File: config.mk
export PLATFORM = sky130hd
export DESIGN_NAME = ddr_rd_bw_ctrl
export DESIGN_NICKNAME = d
export VERILOG_FILES = /design/src/rtl/ddr_rd_bw_ctrl.sv
export SDC_FILE = /design/constraint.sdc
export NUM_CORES = 1
export LEC_CHECK = 0
export BUFFER_PORTS_ARGS = -buffer_cell sky130_fd_sc_hd__buf_2
export CAP_MARGIN = 0
export CORE_UTILIZATION = 57
export CTS_BUF_LIST = sky130_fd_sc_hd__clkbuf_4 sky130_fd_sc_hd__clkbuf_8
export DETAILED_ROUTE_END_ITERATION = 8
export GPL_TIMING_DRIVEN = 1
export HOLD_SLACK_MARGIN = 0.03
export PLACE_DENSITY = 0.94
export SKIP_CTS_REPAIR_TIMING = 1
export SLEW_MARGIN = 30
export SYNTH_ARGS = -nofsm -noshare
export SYNTH_HDL_FRONTEND = slang
export SYNTH_SLANG_ARGS = --single-unit
File: constraint.sdc
create_clock -name m_axi_aclk -period 12.9 [get_ports m_axi_aclk]
set_clock_uncertainty 0.1 [all_clocks]
set_input_delay 2.58 -clock m_axi_aclk [delete_from_list [all_inputs] [get_ports m_axi_aclk]]
set_output_delay 2.58 -clock m_axi_aclk [all_outputs]
set_load 0.02 [all_outputs]
File: src/rtl/ddr_rd_bw_ctrl.sv
// ddr_rd_bw_ctrl: AXI4 read master for the DDR bandwidth test.
// A rising edge on start launches num_bursts fixed-length INCR bursts from an
// aligned base address. Up to MAX_OUT bursts are kept in flight. Every returned
// beat is folded into a 32-bit checksum, and cycle, beat, burst and error
// counters are exported on the probe bus.
module ddr_rd_bw_ctrl #(
    parameter int DATA_W    = 64,
    parameter int BURST_LEN = 16,
    parameter int MAX_OUT   = 4
) (
    input  logic              m_axi_aclk,
    input  logic              m_axi_areset,
    input  logic              start,
    input  logic [31:0]       base_addr,
    input  logic [15:0]       num_bursts,
    output logic [31:0]       partial_sum,
    output logic [159:0]      probe,
    output logic [31:0]       m_axi_araddr,
    output logic [7:0]        m_axi_arlen,
    output logic [2:0]        m_axi_arsize,
    output logic [1:0]        m_axi_arburst,
    output logic              m_axi_arvalid,
    input  logic              m_axi_arready,
    input  logic [DATA_W-1:0] m_axi_rdata,
    input  logic [1:0]        m_axi_rresp,
    input  logic              m_axi_rlast,
    input  logic              m_axi_rvalid,
    output logic              m_axi_rready
);

    localparam int          LANES        = DATA_W / 32;
    localparam int          BURST_BYTES  = BURST_LEN * (DATA_W / 8);
    localparam int          ALIGN_W      = $clog2(BURST_BYTES);
    localparam logic [31:0] ALIGN_MASK   = ~((32'd1 << ALIGN_W) - 32'd1);
    localparam logic [31:0] BURST_STRIDE = 32'(BURST_BYTES);
    localparam logic [3:0]  OUT_CAP      = 4'(MAX_OUT);

    typedef enum logic [1:0] {
        IDLE = 2'd0,
        RUN  = 2'd1,
        DONE = 2'd2
    } state_t;

    state_t      state;
    state_t      state_nxt;
    logic [1:0]  state_bits;
    logic        start_d;
    logic        go;
    logic [31:0] base_q;
    logic [15:0] nb_q;
    logic [15:0] issued;
    logic [15:0] issued_nxt;
    logic [3:0]  out_cnt;
    logic [3:0]  out_nxt;
    logic [31:0] beats;
    logic [31:0] cycles;
    logic [31:0] err_cnt;
    logic        err_f;
    logic        done_f;
    logic        ar_hs;
    logic        r_hs;
    logic        last_beat;
    logic [31:0] total_beats;
    logic        arvalid_nxt;
    logic [31:0] araddr_nxt;

    // Sum of all 32-bit lanes of one data beat, modulo 2^32.
    function automatic logic [31:0] lane_sum(input logic [DATA_W-1:0] d);
        logic [31:0] acc;
        acc = 32'd0;
        for (int i = 0; i < LANES; i++) begin
            acc = acc + d[32*i +: 32];
        end
        return acc;
    endfunction

    // Increment that sticks at all-ones instead of wrapping.
    function automatic logic [31:0] sat_inc(input logic [31:0] v);
        return (v == 32'hFFFF_FFFF) ? v : v + 32'd1;
    endfunction

    assign m_axi_arlen   = 8'(BURST_LEN - 1);
    assign m_axi_arsize  = 3'($clog2(DATA_W / 8));
    assign m_axi_arburst = 2'b01;
    assign m_axi_rready  = (state == RUN);
    assign state_bits    = state;

    assign go          = start & ~start_d;
    assign ar_hs       = m_axi_arvalid & m_axi_arready;
    assign r_hs        = m_axi_rvalid & m_axi_rready;
    assign total_beats = 32'(nb_q) * 32'(BURST_LEN);
    assign last_beat   = r_hs && ((beats + 32'd1) == total_beats);

    // Next state plus next AR-channel values. A pending AR is held until accepted.
    always_comb begin
        state_nxt   = state;
        issued_nxt  = issued + {15'd0, ar_hs};
        out_nxt     = out_cnt + {3'd0, ar_hs} - {3'd0, r_hs & m_axi_rlast};
        arvalid_nxt = 1'b0;
        araddr_nxt  = m_axi_araddr;
        unique case (state)
            IDLE, DONE: if (go) state_nxt = RUN;
            RUN:        if ((nb_q == 16'd0) || last_beat) state_nxt = DONE;
            default:    state_nxt = IDLE;
        endcase
        if ((state == RUN) && (state_nxt == RUN)) begin
            if (m_axi_arvalid && !m_axi_arready) begin
                arvalid_nxt = 1'b1;
            end else if ((issued_nxt < nb_q) && (out_nxt < OUT_CAP)) begin
                arvalid_nxt = 1'b1;
                araddr_nxt  = base_q + 32'(issued_nxt) * BURST_STRIDE;
            end
        end
    end

    // State register.
    always_ff @(posedge m_axi_aclk or posedge m_axi_areset) begin
        if (m_axi_areset) state <= IDLE;
        else              state <= state_nxt;
    end

    // Run bookkeeping: latch run parameters on go, then count and accumulate while running.
    always_ff @(posedge m_axi_aclk or posedge m_axi_areset) begin
        if (m_axi_areset) begin
            start_d       <= 1'b0;
            m_axi_arvalid <= 1'b0;
            m_axi_araddr  <= 32'd0;
            base_q        <= 32'd0;
            nb_q          <= 16'd0;
            issued        <= 16'd0;
            out_cnt       <= 4'd0;
            beats         <= 32'd0;
            cycles        <= 32'd0;
            err_cnt       <= 32'd0;
            err_f         <= 1'b0;
            done_f        <= 1'b0;
            partial_sum   <= 32'd0;
        end else begin
            start_d       <= start;
            m_axi_arvalid <= arvalid_nxt;
            m_axi_araddr  <= araddr_nxt;
            if ((state != RUN) && go) begin
                base_q      <= base_addr & ALIGN_MASK;
                nb_q        <= num_bursts;
                issued      <= 16'd0;
                out_cnt     <= 4'd0;
                beats       <= 32'd0;
                cycles      <= 32'd0;
                err_cnt     <= 32'd0;
                err_f       <= 1'b0;
                done_f      <= 1'b0;
                partial_sum <= 32'd0;
            end else if (state == RUN) begin
                cycles  <= cycles + 32'd1;
                issued  <= issued_nxt;
                out_cnt <= out_nxt;
                if (r_hs) begin
                    beats       <= beats + 32'd1;
                    partial_sum <= partial_sum + lane_sum(m_axi_rdata);
                    if (m_axi_rresp != 2'b00) begin
                        err_cnt <= sat_inc(err_cnt);
                        err_f   <= 1'b1;
                    end
                end
                if (state_nxt == DONE) done_f <= 1'b1;
            end
        end
    end

    // Registered status snapshot for the register-slave probe bus.
    always_ff @(posedge m_axi_aclk or posedge m_axi_areset) begin
        if (m_axi_areset) begin
            probe <= 160'd0;
        end else begin
            probe <= {20'd0, out_cnt, 3'd0, err_f, done_f, (state == RUN), state_bits,
                      err_cnt, 16'd0, issued, beats, cycles};
        end
    end

endmodule
==> results by group <==
Status
  – Status: completed

Job
  – Max-Cap Viols: 0

Detailed routing
  – Via count: 13.98k
  – Total routed wirelength: 43,740 um
  – Wire per inst: 18.20 um
  – Starting DRT DRC Count: 1,200
  – 1st-pass router iterations: 8
  – Antenna viol nets, final: 0
  – Remaining DRCs: 0
  – Vias per inst: 5.819

Synth
  – Post-Synthesis Cells: 1,672
  – Post-synthesis sequential area ratio: 0.4925
  – Post-Syn Area: 0.01733 sq mm
  – Post-synth EDFFs: 0
  – Top_reg_cell synth: dfrtp_1
  – Asr flop ratio synth: 1.000
  – Post-synth cell types: 70
  – Synth top area cells: dfrtp_1 49%, ha_1 5.1%, nand2_1 4.8%
  – Area leader, netlist: dfrtp_1
  – Syn_area_per_cell: 10.36 sq um
  – Yosys warns: 0
  – Seq cells post-synth: 341
  – Area share of the largest cell type after synthesis: 0.4925

Worst setup path
  – Worst EP arrival: 7.43 ns
  – Startpoint types: input pin
  – R2r setup slk: 7.44 ns
  – Crit end category: flop
  – Setup CP Type: input pin to flop
  – Crit Reg-Reg Startpoint: m_axi_arvalid$_DFF_PP0_
  – Max Fanout on Critical Path: 25
  – Worst r2r path cells: 19
  – Reg2reg end: m_axi_araddr[7]$_DFFE_PP0P_
  – Crit path required time: 13.24 ns

Clock network
  – H-tree Lvls: 2
  – Reg clk slew, reported paths: 0.06 ns
  – Clock Latency Late Sink: 0.61 ns
  – CTS tree: yes
  – Clk buf depth: 3
  – Num Clock Sinks: 341
  – Root Buffer: clkbuf_8
  – CTS Buf Count: 56

Layout
  – Commonest non-fill, non-tap cell in the layout: dfrtp_1
  – Layout cells sized above 1: 0.2195
  – Area Growth Syn to Fin: 16.22%
  – Most frequent cells in the layout: 341 x dfrtp_1, 292 x buf_2, 218 x nand2_1
  – Layout Nets: 2,199

Global routing
  – Vias in the first global route: 13.87k
  – GRT Residual Overflow: 0
  – Gr usage total: 0.2810
  – Antenna violations before repair: 5
  – Largest net degree at the start of global routing: 134
  – Global-route wire length before repair: 69,940 um

Min path
  – Class of the worst hold path: flop to flop
  – Worst Hold End: probe[132]$_DFF_PP0_
  – Worst hold path depth: 0
  – Hold_sp: err_f$_DFFE_PP0P_

STA
  – Setup TNS: 0 ns
  – Setup ws final: 5.808 ns
  – Least-Margin Pin Slew: 0.8789 ns
  – Fin crit share: 0.5497
  – Min cycle time layout: 7.092 ns
  – RSZ-0062 raised after global routing: no
  – Pins Over Slew Limit: 0
  – Final setup viols: 0
  – Maximum clock frequency: 141.0 MHz
  – Slew headroom: 0.4141
  – Final hold viol count: 0

Power
  – Maximum vdd ir drop: 0.0001467 V
  – Internal power: 2.661 mW
  – Gate power share: 0.429
  – Leakage: 10.19 nW
  – Reg power frac: 0.352
  – Sw frac: 0.3961
  – Switching power: 1.746 mW
  – Clock power frac: 0.218
  – Cell Pwr Density: 218.9 mW/mm^2

Floorplan
  – Num ports: 359
  – Die H: 176.3 um
  – Initial Utilization: 0.5815
  – Die W: 176.3 um
  – Core area: 0.02980 sq mm
  – Cell Rows: 63
  – Die Area: 0.03110 sq mm

Place
  – Final HPWL DP: 30,880 um
  – Final GP Congestion: 0.9266
  – Number of port buffers: 292
  – Pre-CTS WS: 5.203 ns
## metal layers
metal / vias to the layer above / share of wire / global-route usage
met3: 152 / 0.069 / 0.04737
met1: 6829 / 0.40 / 0.3588
li1: 6316 / - / -
met2: 683 / 0.49 / 0.4642
met4: 2 / 0.044 / 0.1404
met5: - / 0.00030 / 0
## state kept, by name, indices dropped and copies added (netlist names)
signal         flops
beats             32
nb_q              16
err_f              1
base_q            25
partial_sum       32
cycles            32
out_cnt            4
m_axi_arvalid      1
issued            16
m_axi_araddr      25
done_f             1
state              2
err_cnt           32
probe            121
start_d            1
## cell families after synthesis
kind of cell	share of synthesized area
and+or+nand+nor	0.1527
DFF	0.4925
AOI/OAI and AO/OA	0.1191
buffers and inverters	0.05070
xor gates and xnor gates	0.06622
adders and majority gates	0.09056
muxes	0.02780
other	0.0004335
## critical path, cell delays in order
cell and delay (ns):
buf_2 0.11, nand2_1 0.10, inv_1 0.09, ha_1 0.21, ha_1 0.20, nand3_1 0.13, nor2_1 0.26, and3_1 0.28
and3_1 0.26, and3_1 0.26, nand3_1 0.11, xnor2_1 0.32, ha_1 0.32, nand4_1 0.19, nor2_1 0.08, a2111oi_1 0.69
o311ai_4 0.24, nor3b_4 0.21, buf_4 0.43, mux2_4 0.34
## cell usage after synthesis, types with 3 or more instances
master / n
o211ai_1: 4
and2_1: 14
nor4_1: 14
buf_4: 61
o31ai_1: 17
and3_1: 26
o21ai_1: 3
a22o_1: 15
fa_1: 34
or3_1: 5
dfrtp_1: 341
xor2_1: 71
and4_1: 8
nor3b_1: 8
a311oi_1: 3
o21a_1: 6
xnor2_1: 60
a21oi_1: 52
o21ai_0: 144
a31o_2: 6
nand2_1: 220
mux2_4: 19
a21o_1: 22
inv_1: 47
buf_2: 9
ha_1: 71
nand3_1: 68
mux2i_1: 14
a211oi_1: 15
mux2_1: 5
clkbuf_1: 44
nor2_1: 109
nor2b_1: 5
nand2b_1: 9
nand4_1: 37
o21bai_1: 4
o41ai_1: 5
nor3_1: 18
a31oi_1: 13
or4_1: 5
## final cells by class
cell class,instances,area [sq um]
Clock inverter,5,43.79
Antenna cell,4,10.01
Clock buffer,88,1105
Tap cell,390,488.0
Inverter,48,192.7
Multi-Input combinational cell,1222,8177
Fill cell,2154,9661
Timing Repair Buffer,305,1587
Sequential cell,341,8533
## how the worst max path moves through the flow
stage,depth (start not counted),end,start,slack [ns]
3_3_place_gp,20,m_axi_araddr[29]$_DFFE_PP0P_,m_axi_arready,5.42
4_1_cts,20,m_axi_araddr[9]$_DFFE_PP0P_,m_axi_arready,5.65
6_report,20,m_axi_araddr[7]$_DFFE_PP0P_,m_axi_arready,5.81
5_1_grt,20,m_axi_araddr[30]$_DFFE_PP0P_,m_axi_arready,5.58
3_5_place_dp,20,m_axi_araddr[29]$_DFFE_PP0P_,m_axi_arready,5.20
2_1_floorplan,1,base_q[10]$_DFFE_PP0P_,m_axi_areset,0.77
## through the flow
stage	instance area, sq um	util	instances	hold WS (ns)	total power, mW
6_report	20140	0.6758	2403	0.2670	4.407
5_1_grt	20130	0.6757	2402	0.3004	4.675
4_1_cts	20080	0.6738	2398	0.2775	4.401
3_5_place_dp	18930	0.6352	2305	0.2645	3.414
3_3_place_gp	18920	0.6350	2305	0.2612	3.307
2_1_floorplan	17540	-	1729	0.2487	2.915
## power groups by stage
stage | logic [mW] | clock network (mW) | registers [mW]
finish | 1.89 | 0.963 | 1.55
global route | 2.07 | 1.03 | 1.58
CTS | 1.87 | 0.980 | 1.55
detailed placement | 1.85 | 0 | 1.56
global placement | 1.76 | 0 | 1.55
floorplan | 1.24 | 0 | 1.67
Power figures use the tool's default switching activity.
